--- src/rtl/apb_capture_mailbox_pkg.sv ---
// Shared register map and bit positions for the APB capture mailbox.
package apb_capture_mailbox_pkg;

    localparam logic [4:0] ADDR_DATA   = 5'h00;
    localparam logic [4:0] ADDR_STATUS = 5'h01;
    localparam logic [4:0] ADDR_CTRL   = 5'h02;
    localparam logic [4:0] ADDR_PEEK   = 5'h03;

    localparam int ST_OVERFLOW  = 7;
    localparam int ST_UNDERFLOW = 6;
    localparam int ST_FULL      = 5;
    localparam int ST_EMPTY     = 4;

    localparam int CTRL_CAPTURE_EN = 0;
    localparam int CTRL_FLUSH      = 1;
    localparam int CTRL_CLR_FLAGS  = 2;

    function automatic logic [7:0] status_byte(input logic ovf, input logic udf,
                                               input logic full, input logic empty,
                                               input logic [3:0] count);
        return {ovf, udf, full, empty, count};
    endfunction

endpackage

--- src/rtl/sync_fifo.sv ---
// Small synchronous FIFO with flush; caller guarantees no push when full and no pop when empty.
module sync_fifo #(
    parameter int DEPTH = 8,
    parameter int WIDTH = 8
) (
    input  logic             clk,
    input  logic             rst,
    input  logic             push,
    input  logic             pop,
    input  logic             flush,
    input  logic [WIDTH-1:0] wdata,
    output logic [WIDTH-1:0] head,
    output logic [3:0]       count,
    output logic             full,
    output logic             empty
);
    localparam int PW = (DEPTH > 1) ? $clog2(DEPTH) : 1;

    logic [WIDTH-1:0] mem [DEPTH];
    logic [PW-1:0]    wr_ptr;
    logic [PW-1:0]    rd_ptr;

    // DEPTH is a power of two, so natural pointer rollover is the modulo wrap.
    always_ff @(posedge clk) begin
        if (rst || flush) begin
            wr_ptr <= '0;
            rd_ptr <= '0;
            count  <= '0;
        end else begin
            if (push) wr_ptr <= wr_ptr + PW'(1);
            if (pop)  rd_ptr <= rd_ptr + PW'(1);
            case ({push, pop})
                2'b10:   count <= count + 4'd1;
                2'b01:   count <= count - 4'd1;
                default: count <= count;
            endcase
        end
    end

    always_ff @(posedge clk) begin
        if (push && !flush && !rst) mem[wr_ptr] <= wdata;
    end

    assign head  = mem[rd_ptr];
    assign full  = (count == 4'(DEPTH));
    assign empty = (count == 4'd0);

endmodule

--- src/rtl/apb_capture_mailbox.sv ---
// APB-visible capture FIFO: fabric pushes samples, the host drains/peeks and controls capture.
module apb_capture_mailbox
    import apb_capture_mailbox_pkg::*;
#(
    parameter int DEPTH = 8
) (
    input  logic       PCLK,
    input  logic       PRESET,
    input  logic       PSEL,
    input  logic [4:0] PADDR,
    input  logic       PENABLE,
    input  logic       PWRITE,
    input  logic [7:0] PWDATA,
    output logic [7:0] PRDATA,
    output logic       PREADY,
    input  logic       PUSH_VALID,
    input  logic [7:0] PUSH_DATA,
    output logic       PUSH_READY
);
    logic       wait_flag;
    logic       capture_en;
    logic       overflow;
    logic       underflow;
    logic [7:0] head;
    logic [3:0] count;
    logic       full;
    logic       empty;

    logic data_rd_access;
    logic done;
    logic rd_done;
    logic data_rd_done;
    logic ctrl_wr;
    logic flush;
    logic clr_flags;
    logic push;
    logic pop;
    logic ovf_set;
    logic udf_set;

    // DATA reads stall one cycle so the head is stable when the host samples it.
    assign data_rd_access = PSEL && PENABLE && !PWRITE && (PADDR == ADDR_DATA);
    assign PREADY         = !data_rd_access || wait_flag;

    assign done         = PSEL && PENABLE && PREADY;
    assign rd_done      = done && !PWRITE;
    assign data_rd_done = rd_done && (PADDR == ADDR_DATA);
    assign ctrl_wr      = done && PWRITE && (PADDR == ADDR_CTRL);
    assign flush        = ctrl_wr && PWDATA[CTRL_FLUSH];
    assign clr_flags    = ctrl_wr && PWDATA[CTRL_CLR_FLAGS];

    assign PUSH_READY = capture_en && !full;
    assign push       = PUSH_VALID && PUSH_READY && !flush;
    assign pop        = data_rd_done && !empty;
    // A flush discards the coincident sample without flagging it as lost.
    assign ovf_set    = PUSH_VALID && capture_en && full && !flush;
    assign udf_set    = data_rd_done && empty;

    always_ff @(posedge PCLK) begin
        if (PRESET) begin
            wait_flag  <= 1'b0;
            capture_en <= 1'b0;
            overflow   <= 1'b0;
            underflow  <= 1'b0;
        end else begin
            wait_flag <= data_rd_access && !wait_flag;
            if (ctrl_wr) capture_en <= PWDATA[CTRL_CAPTURE_EN];
            overflow  <= ovf_set || (overflow && !clr_flags);
            underflow <= udf_set || (underflow && !clr_flags);
        end
    end

    always_comb begin
        PRDATA = 8'h00;
        if (rd_done) begin
            case (PADDR)
                ADDR_DATA, ADDR_PEEK: PRDATA = empty ? 8'h00 : head;
                ADDR_STATUS:          PRDATA = status_byte(overflow, underflow, full, empty, count);
                ADDR_CTRL:            PRDATA = {7'b0, capture_en};
                default:              PRDATA = 8'h00;
            endcase
        end
    end

    logic unused_wdata;
    assign unused_wdata = &{1'b0, PWDATA[7:3]};

    sync_fifo #(.DEPTH(DEPTH), .WIDTH(8)) u_fifo (
        .clk   (PCLK),
        .rst   (PRESET),
        .push  (push),
        .pop   (pop),
        .flush (flush),
        .wdata (PUSH_DATA),
        .head  (head),
        .count (count),
        .full  (full),
        .empty (empty)
    );

endmodule
--- config.mk ---
export PLATFORM = sky130hd
export DESIGN_NAME = apb_capture_mailbox
export DESIGN_NICKNAME = d
export VERILOG_FILES = /design/src/rtl/apb_capture_mailbox_pkg.sv /design/src/rtl/sync_fifo.sv /design/src/rtl/apb_capture_mailbox.sv
export SDC_FILE = /design/constraint.sdc
export NUM_CORES = 1
export LEC_CHECK = 0
export ABC_AREA = 1
export BUFFER_PORTS_ARGS = -buffer_cell sky130_fd_sc_hd__buf_2
export CAP_MARGIN = 0
export CORE_MARGIN = 5
export CORE_UTILIZATION = 45
export DETAILED_ROUTE_END_ITERATION = 10
export REMOVE_ABC_BUFFERS = 1
export SYNTH_ARGS = -nofsm -noshare
export SYNTH_HDL_FRONTEND = slang
export SYNTH_HIERARCHICAL = 1
export SYNTH_SLANG_ARGS = --single-unit
--- constraint.sdc ---
create_clock -name PCLK -period 3 [get_ports PCLK]
set_clock_uncertainty 0.2 [all_clocks]
set_input_delay 0.6 -clock PCLK [delete_from_list [all_inputs] [get_ports PCLK]]
set_output_delay 0.6 -clock PCLK [all_outputs]
set_load 0.005 [all_outputs]
==> results.yml <==
run_status:
  outcome: "finished clean"
synthesis:
  synthTopCellsByCount: "64 x edfxtp_1, 56 x nand2_1, 55 x nor2_1, 27 x inv_1, 21 x o21ai_0"
  yosys-top-cells-area: "edfxtp_1 53%, dfxtp_1 9.4%, nand2_1 5.8%"
  synth_top_area_share_pct: 53.3
  synth_edf_count: 64
  yosys-mux-area-fraction_pct: 2.22
  async_reset_ff_share_pct: 0
  netlist_area_mm2: 0.00360
  synthXorXnorAreaFrac_pct: 0.486
  synth_cells: 349
  synth_top_family_by_area: "simple AND/OR/NAND/NOR gates"
  synth_top_area_cell: "edfxtp_1"
  synth_compound_area_share_pct: 9.41
  synth_flop_cell: "edfxtp_1"
  synthAdderAreaFrac_pct: 1.74
  ys_types: 27
  postSynthAreaPerCell_um2: 10.3
  synth-seq-area-share_pct: 62.8
  yosysWarnings: 6
  ys_ff_latch: 81
  yosys.cell_count.top_type: "edfxtp_1"
  yosys.area_share.simple_pct: 17.5
finish:
  diodes: 0
  nNetsFinal: 429
  syn_to_final_growth_pct: 13.7
  fillers: 713
  final_area_mm2: 0.00410
  drive_gt1_share_pct: 18.2
  multiInputGateArea_mm2: 0.00113
  seqCellArea_mm2: 0.00226
clock_tree:
  post_cts_resized: 0
  cts_setup_buffers: 0
  clk_pin_slew_worst_paths_ns: 0.09
  htree_levels: 3
  tritoncts: "done"
  cts_buffers: 9
  insertion_delay_ns: 0.34
  cts_sinks: 81
  postCtsHoldBufs: 0
  cts-root-buf: "clkbuf_8"
  cts_buffer_depth: 2
drt:
  first_pass_iters: 4
  wl_mm: 7.51
  num_vias: 2606
  drc: 0
  routedWlPerCell_um: 14.9
  routed_via_density: 5.17
  detail-route-antenna-nets: 0
  drt_iter0_markers: 171
placed_design:
  gp_congestion: 0.812
  postPlaceCellArea_mm2: 0.00391
  portBuffers: 31
  dp_hpwl_mm: 5.03
pwr:
  peakVddDrop_uv: 251
  p_per_area_mw_per_mm2: 488
  p_leak_uw: 0.00156
setup_path:
  critPathLaunchType: "flip-flop"
  path_class: "flip-flop to output port"
  worstPathRequired_ns: 2.20
  crit_path_end_kind: "output port"
  path_cells: "inv_1 -> nand2_1 -> nor3_1 -> buf_4 -> nor2_2 -> nand4_1 -> a21oi_1 -> buf_2"
  arrival_ns: 1.96
  cp_top_family: "simple AND/OR/NAND/NOR gates"
  crit_path_top_delay_cell: "dfxtp_1"
  slowest_delay_ns: 0.45
  critPathBufInv: 3
  cp_max_fo: 8
global_route:
  antenna_found_initial: 0
  grt_max_degree: 33
  first_global_vias: 2502
  grt_pass1_wl_mm: 11.9
  grt_usage_pct: 15.5
  grt_overflow: 0
sta:
  layout_min_cycle_time_ns: 2.76
  fmax_mhz: 362
  maxSlewHeadroom_pct: 70.9
  hold_viol_final: 0
  setup_violations: 0
  hold_ws_ns: 0.282
  fin_crit_sh_pct: 92.2
  fin_tns_setup_ns: 0
  rsz0062_at_grt: "no"
  report.final.slew_viol_count: 0
  tightest_slew_ns: 0.436
floorplan:
  ios: 37
  start_util_pct: 46.4
  fp.dieW_um: 99.5
  rows: 32
  core_mm2: 0.00777
  die-area_mm2: 0.00990
  die_h_um: 99.5
min_path:
  worstHoldPathType: "input port to flip-flop"
flow_run:
  cap_violations: 0
state kept, by name, indices dropped and copies added (netlist names), named ones only:
register       flops
wait_flag          1
capture_en         1
u_fifo/wr_ptr      3
u_fifo/mem        64
u_fifo/rd_ptr      3
u_fifo/count       4
underflow          1
overflow           1
stage by stage:
step	util [%]	power (uW)	std cells	worst slack, ns
detailed placement	50.4	1280	488	0.152
finish	52.8	2000	504	0.235
CTS	52.8	2020	504	0.244
floorplan	-	1250	338	0.394
global placement	50.4	1280	488	0.186
global route	52.8	2070	504	0.0808
cells in the final DEF (no fill, tap or decap), drive strengths merged:
cell and count:
o22ai 8, dfxtp 17, clkbuf 9, nand2 57, inv 30, a211oi 3
a31oi 1, o21ai 35, buf 48, mux2i 8, nor3b 1, clkinvlp 1
bufinv 1, edfxtp 64, xnor2 2, clkinv 5, nand4 9, or2 2
a21oi 17, ha 5, nor2 59, nand3 16, nor3 4
report_power, final:
| group | switching, uW | total [uW] | internal, uW |
|---|---|---|---|
| Clock | 369 | 744 | 375 |
| Combinational | 31.4 | 46.5 | 15.2 |
| Sequential | 0.357 | 1210 | 1210 |
routing by layer:
layer	routed length [um]	GRT usage, %	vias to the layer above
met5	0	0	-
met4	80	5.25	0
met3	417	2.59	8
met2	3630	25.5	60
met1	3380	20.9	1234
li1	-	-	1304
path summary, 6_finish.rpt:
check,end,cells past startpoint,slack (ns),start
worst max register to register,u_fifo/count[2],16,0.50,u_fifo/count[0]
worst max-delay path,PRDATA[2],8,0.24,u_fifo/count[0]
worst min-delay path,overflow,2,0.28,PRESET
worst min register to register,overflow,2,0.29,overflow
cells by family after synthesis:
kind of cell | count (synthesis)
XOR/XNOR | 2
adder cells (fa/ha/maj) | 5
buffers and inverters | 41
multiplexers | 8
flip-flops | 81
AND/OR/NAND/NOR | 148
AO/OA/AOI/OAI | 64
final cells by class:
| cell class | instances | area share, % |
|---|---|---|
| clock buffers | 9 | 3.02 |
| clock inverters | 7 | 1.50 |
| inverters | 30 | 2.75 |
| multi-input cells | 227 | 27.5 |
| flip-flops and latches | 81 | 55.2 |
| well taps | 102 | 3.11 |
| repair buffers | 48 | 6.90 |
(Power assumes the default switching activity.)
